==> src/rtl/id_ex_operand_stage_if.sv <==
// Signal bundle around the ID/EX operand register: ID-side operands, forwarding
// sources, pipeline control and the EX-side copies handed to source_operand.
interface id_ex_operand_stage_if #(
  parameter int DATA_W = 32,
  parameter int IMM_W  = 22,
  parameter int IS_W   = 4,
  parameter int RA_W   = 5,
  parameter int CNT_W  = 16
) ();
  logic              i_id_valid;
  logic [RA_W-1:0]   i_id_rs1;
  logic [RA_W-1:0]   i_id_rs2;
  logic              i_id_rs2_used;
  logic [DATA_W-1:0] i_id_pa;
  logic [DATA_W-1:0] i_id_pb;
  logic [IMM_W-1:0]  i_id_imm;
  logic [IS_W-1:0]   i_id_is;
  logic [RA_W-1:0]   i_id_rd;
  logic              i_id_we;
  logic              i_id_load;
  logic [DATA_W-1:0] i_ex_res;
  logic [DATA_W-1:0] i_mem_res;
  logic [DATA_W-1:0] i_wb_res;
  logic [RA_W-1:0]   i_mem_rd;
  logic [RA_W-1:0]   i_wb_rd;
  logic              i_mem_we;
  logic              i_wb_we;
  logic              i_ex_hold;
  logic              i_flush;
  logic              o_ex_valid;
  logic [DATA_W-1:0] o_ex_ra;
  logic [DATA_W-1:0] o_ex_r;
  logic [IMM_W-1:0]  o_ex_imm;
  logic [IS_W-1:0]   o_ex_is;
  logic [RA_W-1:0]   o_ex_rd;
  logic              o_ex_we;
  logic              o_ex_load;
  logic              o_stall;
  logic [CNT_W-1:0]  o_stall_cnt;

  modport master (
    output i_id_valid, i_id_rs1, i_id_rs2, i_id_rs2_used, i_id_pa, i_id_pb, i_id_imm,
           i_id_is, i_id_rd, i_id_we, i_id_load, i_ex_res, i_mem_res, i_wb_res,
           i_mem_rd, i_wb_rd, i_mem_we, i_wb_we, i_ex_hold, i_flush,
    input  o_ex_valid, o_ex_ra, o_ex_r, o_ex_imm, o_ex_is, o_ex_rd, o_ex_we, o_ex_load,
           o_stall, o_stall_cnt
  );

  modport slave (
    input  i_id_valid, i_id_rs1, i_id_rs2, i_id_rs2_used, i_id_pa, i_id_pb, i_id_imm,
           i_id_is, i_id_rd, i_id_we, i_id_load, i_ex_res, i_mem_res, i_wb_res,
           i_mem_rd, i_wb_rd, i_mem_we, i_wb_we, i_ex_hold, i_flush,
    output o_ex_valid, o_ex_ra, o_ex_r, o_ex_imm, o_ex_is, o_ex_rd, o_ex_we, o_ex_load,
           o_stall, o_stall_cnt
  );
endinterface

==> src/rtl/id_ex_operand_stage.sv <==
// ID/EX pipeline register: resolves rs1/rs2 through EX/MEM/WB forwarding, inserts a bubble
// on load-use, freezes on EX hold, kills on flush and counts stall cycles (saturating).
module id_ex_operand_stage #(
  parameter int DATA_W = 32,
  parameter int IMM_W  = 22,
  parameter int IS_W   = 4,
  parameter int RA_W   = 5,
  parameter int CNT_W  = 16
) (
  input logic                  i_clk,
  input logic                  i_reset,
  id_ex_operand_stage_if.slave bus
);
  typedef enum logic [1:0] {ST_RUN = 2'd0, ST_BUBBLE = 2'd1, ST_HOLD = 2'd2} state_t;

  state_t            r_state;
  state_t            w_state_nxt;
  logic              r_ex_valid;
  logic              r_ex_we;
  logic              r_ex_load;
  logic [DATA_W-1:0] r_ex_ra;
  logic [DATA_W-1:0] r_ex_r;
  logic [IMM_W-1:0]  r_ex_imm;
  logic [IS_W-1:0]   r_ex_is;
  logic [RA_W-1:0]   r_ex_rd;
  logic [CNT_W-1:0]  r_stall_cnt;
  logic              w_ex_fwd;
  logic              w_ex_ld;
  logic              w_hazard;
  logic              w_stall;
  logic              w_latch;
  logic              w_bubble;
  logic [DATA_W-1:0] w_ra;
  logic [DATA_W-1:0] w_r;

  // Register 0 reads as zero and is never a forwarding target; nearer stages win.
  function automatic logic [DATA_W-1:0] f_resolve(
    input logic [RA_W-1:0]   rs,
    input logic [DATA_W-1:0] rf_val,
    input logic              ex_fwd,
    input logic [RA_W-1:0]   ex_rd,
    input logic [DATA_W-1:0] ex_val,
    input logic              mem_we,
    input logic [RA_W-1:0]   mem_rd,
    input logic [DATA_W-1:0] mem_val,
    input logic              wb_we,
    input logic [RA_W-1:0]   wb_rd,
    input logic [DATA_W-1:0] wb_val
  );
    logic [DATA_W-1:0] v;
    if (rs == '0)                     v = '0;
    else if (ex_fwd && (ex_rd == rs)) v = ex_val;
    else if (mem_we && (mem_rd == rs)) v = mem_val;
    else if (wb_we && (wb_rd == rs))  v = wb_val;
    else                              v = rf_val;
    return v;
  endfunction

  assign w_ex_fwd = r_ex_valid & r_ex_we & ~r_ex_load;
  assign w_ex_ld  = r_ex_valid & r_ex_load & r_ex_we & (r_ex_rd != '0);
  assign w_hazard = bus.i_id_valid & w_ex_ld &
                    ((r_ex_rd == bus.i_id_rs1) | (bus.i_id_rs2_used & (r_ex_rd == bus.i_id_rs2)));
  assign w_stall  = bus.i_ex_hold | w_hazard;

  // Operand resolution for the instruction currently in ID
  always_comb begin
    w_ra = f_resolve(bus.i_id_rs1, bus.i_id_pa, w_ex_fwd, r_ex_rd, bus.i_ex_res,
                     bus.i_mem_we, bus.i_mem_rd, bus.i_mem_res,
                     bus.i_wb_we, bus.i_wb_rd, bus.i_wb_res);
    w_r  = f_resolve(bus.i_id_rs2, bus.i_id_pb, w_ex_fwd, r_ex_rd, bus.i_ex_res,
                     bus.i_mem_we, bus.i_mem_rd, bus.i_mem_res,
                     bus.i_wb_we, bus.i_wb_rd, bus.i_wb_res);
  end

  // Next-state and stage action: flush > hold > load-use bubble > latch ID
  always_comb begin
    w_state_nxt = ST_RUN;
    w_latch     = 1'b0;
    w_bubble    = 1'b0;
    case (r_state)
      ST_RUN, ST_BUBBLE, ST_HOLD: begin
        if (bus.i_flush) begin
          w_bubble    = 1'b1;
          w_state_nxt = ST_RUN;
        end else if (bus.i_ex_hold) begin
          w_state_nxt = ST_HOLD;
        end else if (w_hazard) begin
          w_bubble    = 1'b1;
          w_state_nxt = ST_BUBBLE;
        end else begin
          w_latch     = 1'b1;
          w_state_nxt = ST_RUN;
        end
      end
      default: begin
        w_bubble    = 1'b1;
        w_state_nxt = ST_RUN;
      end
    endcase
  end

  // State, EX-side copies and stall counter
  always_ff @(posedge i_clk) begin
    if (i_reset) begin
      r_state     <= ST_RUN;
      r_ex_valid  <= 1'b0;
      r_ex_we     <= 1'b0;
      r_ex_load   <= 1'b0;
      r_ex_ra     <= '0;
      r_ex_r      <= '0;
      r_ex_imm    <= '0;
      r_ex_is     <= '0;
      r_ex_rd     <= '0;
      r_stall_cnt <= '0;
    end else begin
      r_state <= w_state_nxt;
      if (w_stall && (r_stall_cnt != {CNT_W{1'b1}})) begin
        r_stall_cnt <= r_stall_cnt + {{(CNT_W-1){1'b0}}, 1'b1};
      end
      // A bubble keeps stale data but can never forward or hazard
      if (w_bubble) begin
        r_ex_valid <= 1'b0;
        r_ex_we    <= 1'b0;
        r_ex_load  <= 1'b0;
      end else if (w_latch) begin
        r_ex_valid <= bus.i_id_valid;
        r_ex_we    <= bus.i_id_valid & bus.i_id_we;
        r_ex_load  <= bus.i_id_valid & bus.i_id_load;
        r_ex_ra    <= w_ra;
        r_ex_r     <= w_r;
        r_ex_imm   <= bus.i_id_imm;
        r_ex_is    <= bus.i_id_is;
        r_ex_rd    <= bus.i_id_rd;
      end
    end
  end

  assign bus.o_ex_valid  = r_ex_valid;
  assign bus.o_ex_ra     = r_ex_ra;
  assign bus.o_ex_r      = r_ex_r;
  assign bus.o_ex_imm    = r_ex_imm;
  assign bus.o_ex_is     = r_ex_is;
  assign bus.o_ex_rd     = r_ex_rd;
  assign bus.o_ex_we     = r_ex_we;
  assign bus.o_ex_load   = r_ex_load;
  assign bus.o_stall     = w_stall;
  assign bus.o_stall_cnt = r_stall_cnt;
endmodule

==> src/flat_wrapper.sv <==
// flat-port wrapper written by rule: the top's interface ports become plain ports
module id_ex_operand_stage_flat 
#(
  parameter int DATA_W = 32,
  parameter int IMM_W  = 22,
  parameter int IS_W   = 4,
  parameter int RA_W   = 5,
  parameter int CNT_W  = 16
)
  (i_clk, i_reset, bus_i_id_valid, bus_i_id_rs1, bus_i_id_rs2, bus_i_id_rs2_used, bus_i_id_pa, bus_i_id_pb, bus_i_id_imm, bus_i_id_is, bus_i_id_rd, bus_i_id_we, bus_i_id_load, bus_i_ex_res, bus_i_mem_res, bus_i_wb_res, bus_i_mem_rd, bus_i_wb_rd, bus_i_mem_we, bus_i_wb_we, bus_i_ex_hold, bus_i_flush, bus_o_ex_valid, bus_o_ex_ra, bus_o_ex_r, bus_o_ex_imm, bus_o_ex_is, bus_o_ex_rd, bus_o_ex_we, bus_o_ex_load, bus_o_stall, bus_o_stall_cnt);
  id_ex_operand_stage_if #(.DATA_W(DATA_W), .IMM_W(IMM_W), .IS_W(IS_W), .RA_W(RA_W), .CNT_W(CNT_W)) bus_i ();
  input logic i_clk;
  input logic i_reset;
  input wire logic [$bits(bus_i.i_id_valid)-1:0] bus_i_id_valid;
  input wire logic [$bits(bus_i.i_id_rs1)-1:0] bus_i_id_rs1;
  input wire logic [$bits(bus_i.i_id_rs2)-1:0] bus_i_id_rs2;
  input wire logic [$bits(bus_i.i_id_rs2_used)-1:0] bus_i_id_rs2_used;
  input wire logic [$bits(bus_i.i_id_pa)-1:0] bus_i_id_pa;
  input wire logic [$bits(bus_i.i_id_pb)-1:0] bus_i_id_pb;
  input wire logic [$bits(bus_i.i_id_imm)-1:0] bus_i_id_imm;
  input wire logic [$bits(bus_i.i_id_is)-1:0] bus_i_id_is;
  input wire logic [$bits(bus_i.i_id_rd)-1:0] bus_i_id_rd;
  input wire logic [$bits(bus_i.i_id_we)-1:0] bus_i_id_we;
  input wire logic [$bits(bus_i.i_id_load)-1:0] bus_i_id_load;
  input wire logic [$bits(bus_i.i_ex_res)-1:0] bus_i_ex_res;
  input wire logic [$bits(bus_i.i_mem_res)-1:0] bus_i_mem_res;
  input wire logic [$bits(bus_i.i_wb_res)-1:0] bus_i_wb_res;
  input wire logic [$bits(bus_i.i_mem_rd)-1:0] bus_i_mem_rd;
  input wire logic [$bits(bus_i.i_wb_rd)-1:0] bus_i_wb_rd;
  input wire logic [$bits(bus_i.i_mem_we)-1:0] bus_i_mem_we;
  input wire logic [$bits(bus_i.i_wb_we)-1:0] bus_i_wb_we;
  input wire logic [$bits(bus_i.i_ex_hold)-1:0] bus_i_ex_hold;
  input wire logic [$bits(bus_i.i_flush)-1:0] bus_i_flush;
  output wire logic [$bits(bus_i.o_ex_valid)-1:0] bus_o_ex_valid;
  output wire logic [$bits(bus_i.o_ex_ra)-1:0] bus_o_ex_ra;
  output wire logic [$bits(bus_i.o_ex_r)-1:0] bus_o_ex_r;
  output wire logic [$bits(bus_i.o_ex_imm)-1:0] bus_o_ex_imm;
  output wire logic [$bits(bus_i.o_ex_is)-1:0] bus_o_ex_is;
  output wire logic [$bits(bus_i.o_ex_rd)-1:0] bus_o_ex_rd;
  output wire logic [$bits(bus_i.o_ex_we)-1:0] bus_o_ex_we;
  output wire logic [$bits(bus_i.o_ex_load)-1:0] bus_o_ex_load;
  output wire logic [$bits(bus_i.o_stall)-1:0] bus_o_stall;
  output wire logic [$bits(bus_i.o_stall_cnt)-1:0] bus_o_stall_cnt;
  assign bus_i.i_id_valid = bus_i_id_valid;
  assign bus_i.i_id_rs1 = bus_i_id_rs1;
  assign bus_i.i_id_rs2 = bus_i_id_rs2;
  assign bus_i.i_id_rs2_used = bus_i_id_rs2_used;
  assign bus_i.i_id_pa = bus_i_id_pa;
  assign bus_i.i_id_pb = bus_i_id_pb;
  assign bus_i.i_id_imm = bus_i_id_imm;
  assign bus_i.i_id_is = bus_i_id_is;
  assign bus_i.i_id_rd = bus_i_id_rd;
  assign bus_i.i_id_we = bus_i_id_we;
  assign bus_i.i_id_load = bus_i_id_load;
  assign bus_i.i_ex_res = bus_i_ex_res;
  assign bus_i.i_mem_res = bus_i_mem_res;
  assign bus_i.i_wb_res = bus_i_wb_res;
  assign bus_i.i_mem_rd = bus_i_mem_rd;
  assign bus_i.i_wb_rd = bus_i_wb_rd;
  assign bus_i.i_mem_we = bus_i_mem_we;
  assign bus_i.i_wb_we = bus_i_wb_we;
  assign bus_i.i_ex_hold = bus_i_ex_hold;
  assign bus_i.i_flush = bus_i_flush;
  assign bus_o_ex_valid = bus_i.o_ex_valid;
  assign bus_o_ex_ra = bus_i.o_ex_ra;
  assign bus_o_ex_r = bus_i.o_ex_r;
  assign bus_o_ex_imm = bus_i.o_ex_imm;
  assign bus_o_ex_is = bus_i.o_ex_is;
  assign bus_o_ex_rd = bus_i.o_ex_rd;
  assign bus_o_ex_we = bus_i.o_ex_we;
  assign bus_o_ex_load = bus_i.o_ex_load;
  assign bus_o_stall = bus_i.o_stall;
  assign bus_o_stall_cnt = bus_i.o_stall_cnt;
  id_ex_operand_stage #(.DATA_W(DATA_W), .IMM_W(IMM_W), .IS_W(IS_W), .RA_W(RA_W), .CNT_W(CNT_W)) u_core (.i_clk(i_clk), .i_reset(i_reset), .bus(bus_i));
endmodule
==> config.mk <==
export PLATFORM = sky130hd
export DESIGN_NAME = id_ex_operand_stage_flat
export DESIGN_NICKNAME = d
export VERILOG_FILES = /design/src/rtl/id_ex_operand_stage_if.sv /design/src/rtl/id_ex_operand_stage.sv /design/src/flat_wrapper.sv
export SDC_FILE = /design/constraint.sdc
export NUM_CORES = 1
export LEC_CHECK = 0
export CORE_MARGIN = 2
export CORE_UTILIZATION = 42
export CTS_BUF_LIST = sky130_fd_sc_hd__clkbuf_8
export CTS_CLUSTER_DIAMETER = 60
export DETAILED_ROUTE_END_ITERATION = 7
export GPL_TIMING_DRIVEN = 0
export PLACE_DENSITY_LB_ADDON = 0.25
export SKIP_CTS_REPAIR_TIMING = 1
export SLEW_MARGIN = 15
export SYNTH_ARGS = -nofsm -noshare
export SYNTH_HDL_FRONTEND = slang
export SYNTH_SLANG_ARGS = --single-unit
==> constraint.sdc <==
create_clock -name i_clk -period 3.6 [get_ports i_clk]
set_input_delay 1.08 -clock i_clk [delete_from_list [all_inputs] [get_ports i_clk]]
set_output_delay 1.08 -clock i_clk [all_outputs]
set_load 0.01 [all_outputs]
==> flow_summary.rst <==
.. list-table::
   :header-rows: 1

   * - Metric
     - Value
   * - Post-synthesis async set-or-reset flop share
     - 0
   * - Transition at the pin with the smallest max-transition slack
     - 0.841 ns
   * - Routability Congestion
     - between 0.9 and 1
   * - Layout net count
     - approximately 1.3k
   * - Classification of the worst-slack hold path
     - reg2reg
   * - Horizontal die dimension
     - ~130 um
   * - Initial antenna violation count
     - 0
   * - Leakage Power
     - roughly 3.9 nW
   * - Count of fill cells added during filler insertion
     - ~1.3k
   * - Worst path setup slack after routing
     - about 0.14 ns
   * - Beginning of the worst register-to-register path
     - u_core.bus.o_ex_rd[3]
   * - Buffers plus inverters on the worst setup path
     - 3
   * - Summed negative setup slack over all endpoints
     - 0 ns
   * - Slew Limit Fails
     - 0
   * - Shortest clock period the worst path allows after layout
     - about 3.5 ns
   * - Required time worst endpoint
     - 2.52 ns
   * - Buffers on Ports
     - ~330
   * - Cells along the critical path
     - buf_2, xor2_1, nor3_2, nand2_2, a21o_1, buf_6, nand2_1, clkbuf_2
   * - Final Hold Violating Endpoints
     - 0
   * - Avg Vias per Cell
     - approximately 6
   * - Critical path's top delay family
     - simple AND/OR/NAND/NOR gates
   * - First DRT Iteration DRCs
     - roughly 640
   * - Startpoint types
     - input pin
   * - Clock tree root buffer cell
     - clkbuf_8
   * - Half-perimeter wire length after detailed placement
     - approximately 22000 um
   * - Slack of the worst reg-to-reg path
     - 1.13 ns
   * - Status
     - complete, no violations
   * - Setup Skew
     - between 0.01 and 0.015 ns
   * - Register bit total from synthesis
     - between 100 and 150
   * - Fraction of final layout cells with drive strength greater than 1
     - 0.106
   * - TritonCTS clock tree
     - done
   * - Mapped Nets
     - 985
   * - Hold path start
     - u_core.bus.o_ex_r[31]
   * - Vias in the first global route
     - 7958
   * - Warning count from the yosys run
     - 0
   * - Core ar.
     - about 0.016 mm2
   * - Max-capacitance violation count
     - 0
   * - Count of flip-flops with a built-in enable after synthesis
     - 0
   * - Cell depth of the worst min-delay path
     - 1
   * - Post-route DRC violation count
     - 0
   * - Tightest slew margin relative to the limit
     - 0.439
   * - RR Endpoint
     - u_core.bus.o_ex_ra[29]
   * - Total routing resource utilization after global routing
     - 0.331
   * - Final number of setup-violating endpoints
     - 0
   * - Post-route clock period utilization
     - 0.961
   * - DIE AREA
     - ~0.017 mm2
   * - I/O pin count
     - between 300 and 400
   * - Minimum hold slack
     - around 0.46 ns
   * - Synth Instances
     - around 760
   * - Starting utilization of the core area
     - 0.430
   * - Final wirelength
     - between 20000 and 30000 um
   * - Dpl cells
     - 1312
   * - Die outline height
     - between 100 and 150 um
   * - Number of buffers inserted during clock tree synthesis
     - 17
   * - Predominant post-synthesis flop cell
     - dfxtp_1
   * - Remaining global-route overflow
     - 0
   * - Pin count of the biggest net entering global routing
     - 17
   * - Worst Setup End Kind
     - output port
   * - Depth of the CTS H-tree
     - 4
   * - R2R depth
     - 7
   * - Cell variety after synth
     - 53
   * - Global-route wire length before repair
     - around 45000 um
   * - Number of vias in the routed layout
     - ~8.0k
   * - Sinks on Clock Net
     - about 120
   * - Area added between synthesis and finish
     - 58.1%
   * - Later-pin clock latency in the skew report
     - ~0.46 ns
   * - TritonRoute pass-1 iters
     - 6
   * - Worst slack after detailed placement
     - -0.930 ns
   * - Largest stage delay on the critical path
     - 0.27 ns
   * - Slowest cell on the critical path
     - nor3_2
   * - Count of inserted antenna diode cells
     - 0
   * - Max Buffers Root-to-Sink
     - 2
   * - Number of nets with antenna violations after routing
     - 0
   * - Arrival time worst endpoint
     - 2.38 ns
   * - Per-cell routed wire length
     - about 22 um
   * - Netlist area before placement
     - between 0.006 and 0.007 mm2
   * - Placement row count
     - 46
   * - Number of standard cells in the final layout excluding fillers
     - between 1k and 1.5k
   * - Peak VDD IR
     - between 0.2 and 0.25 mV
   * - Post-Layout Inst Area
     - approximately 0.011 mm2
   * - Overall Power
     - 3.36 mW
   * - Sequential cell area fraction in the yosys report
     - 0.340
   * - Critical setup path kind
     - in2out
   * - RSZ-0062 raised after global routing
     - no
   * - Maximum clock frequency
     - ~290 MHz
   * - Util after Layout
     - 0.680
   * - Power density over the cells
     - 311 mW/mm2
   * - Sink of the worst hold path
     - u_core.bus.o_ex_r[31]
   * - Biggest fanout along the worst timing path
     - 26
   * - Instance area at placement
     - roughly 0.010 mm2
   * - Clk pin slew, worst setup/hold paths
     - 0.07 ns
   * - Post-synthesis area per instance
     - approximately 9.0 um2
power breakdown:
group	internal, mW	switching (mW)
combinational	0.457	0.318
clock	0.562	0.642
sequential	1.34	0.0393
total	2.36	0.999
worst register-to-register path, stage by stage, from the launching register on:
cell and delay [ns]:
dfxtp_1 0.36, xor2_1 0.19, nor3_2 0.27, nand2_2 0.11, nor2_1 0.47, clkbuf_1 0.60, a2bb2oi_1 0.22, o2bb2ai_1 0.18
sequential cells by signal (all words and copies together), names as in the netlist:
signal,count
u_core.bus.o_ex_valid,1
u_core.bus.o_ex_imm,22
u_core.bus.o_ex_r,32
u_core.bus.o_ex_is,4
u_core.bus.o_ex_load,1
u_core.r_state,2
u_core.bus.o_ex_rd,5
u_core.bus.o_ex_we,1
u_core.bus.o_stall_cnt,16
u_core.bus.o_ex_ra,32
logic make-up (layout without fill, tap and decap cells):
group / Yosys count / in the layout / share of synthesized area
AO/OA/AOI/OAI: 348 / 348 / 0.397
XOR/XNOR: 30 / 30 / 0.0385
adder cells (fa/ha/maj): 1 / 1 / 0.00183
buffers and inverters: 90 / 454 / 0.0625
flip-flops: 116 / 116 / 0.340
multiplexers: 14 / 14 / 0.0266
AND/OR/NAND/NOR: 164 / 164 / 0.134
cells in the mapped netlist (all sizes together) (3+ instances only):
| cell type | instances | area [um2] |
|---|---|---|
| dfxtp | 116 | 2320 |
| o21ai | 100 | 504 |
| a221oi | 65 | 701 |
| a2bb2oi | 64 | 561 |
| o2bb2ai | 64 | 561 |
| nand3 | 50 | 255 |
| clkbuf | 46 | 173 |
| a21oi | 39 | 210 |
| buf | 36 | 224 |
| and2 | 33 | 206 |
| nor2 | 26 | 97.6 |
| xor2 | 18 | 158 |
| mux2 | 12 | 161 |
| xnor2 | 12 | 105 |
| nor2b | 11 | 68.8 |
| a211oi | 9 | 97.6 |
| nand2 | 8 | 30.0 |
| nor3 | 8 | 56.3 |
| and3 | 7 | 43.8 |
| inv | 7 | 26.3 |
| nand4 | 7 | 56.3 |
| nor4 | 3 | 18.8 |
| or3 | 3 | 18.8 |
cells in the final DEF, fill, tap and decap left out, types with 3 or more instances in the layout:
master	synthesis	final
clkdlybuf4s50_1	0	321
dfxtp_1	116	116
o21ai_0	99	99
a2bb2oi_1	64	64
o2bb2ai_1	64	64
nand3_1	49	49
clkbuf_1	46	46
a221oi_1	44	44
a21oi_1	37	37
and2_1	33	33
buf_2	26	27
nor2_1	26	25
a221oi_2	21	21
xor2_1	18	17
clkbuf_8	0	17
xnor2_1	12	12
nor2b_1	11	11
inv_1	7	8
nand2_1	8	7
and3_1	7	7
mux2_4	7	7
nor3_1	6	6
a211oi_2	6	6
inv_6	0	6
dlymetal6s2s_1	0	6
buf_6	6	5
nand4_1	5	5
clkbuf_2	0	5
or3_1	3	3
nor4_1	3	3
a211oi_1	3	3
mux2_1	3	3
buf_4	3	3
clkinvlp_4	0	3
clkinv_4	0	3
routing by layer:
layer,vias up,track usage,routed length (um)
met1,3787,0.403,11500
met5,-,0,0
met2,488,0.541,13800
met4,0,0.113,844
met3,72,0.118,3220
li1,3687,-,-
layout make-up:
cell class,instances,area [um2],area share
flip-flops and latches,116,2320,0.215
multi-input cells,557,4090,0.379
clock buffers,17,234,0.0217
inverters,8,30.0,0.00278
clock inverters,15,146,0.0136
plain buffers,80,378,0.0350
well taps,216,270,0.0250
repair buffers,334,3330,0.308
how the worst max path moves through the flow:
stage	slack, ns	end	start	depth (start not counted)
global route	0.03	bus_o_stall	bus_i_ex_hold	5
finish	0.14	bus_o_stall	bus_i_id_rs1[3]	8
detailed placement	-0.93	bus_o_stall	bus_i_id_rs2[3]	10
CTS	-0.93	bus_o_stall	bus_i_id_rs2[3]	10
global placement	-0.91	bus_o_stall	bus_i_id_rs2[3]	10
floorplan	0.28	bus_o_stall	bus_i_id_rs2[3]	8
(Power assumes the default switching activity.)
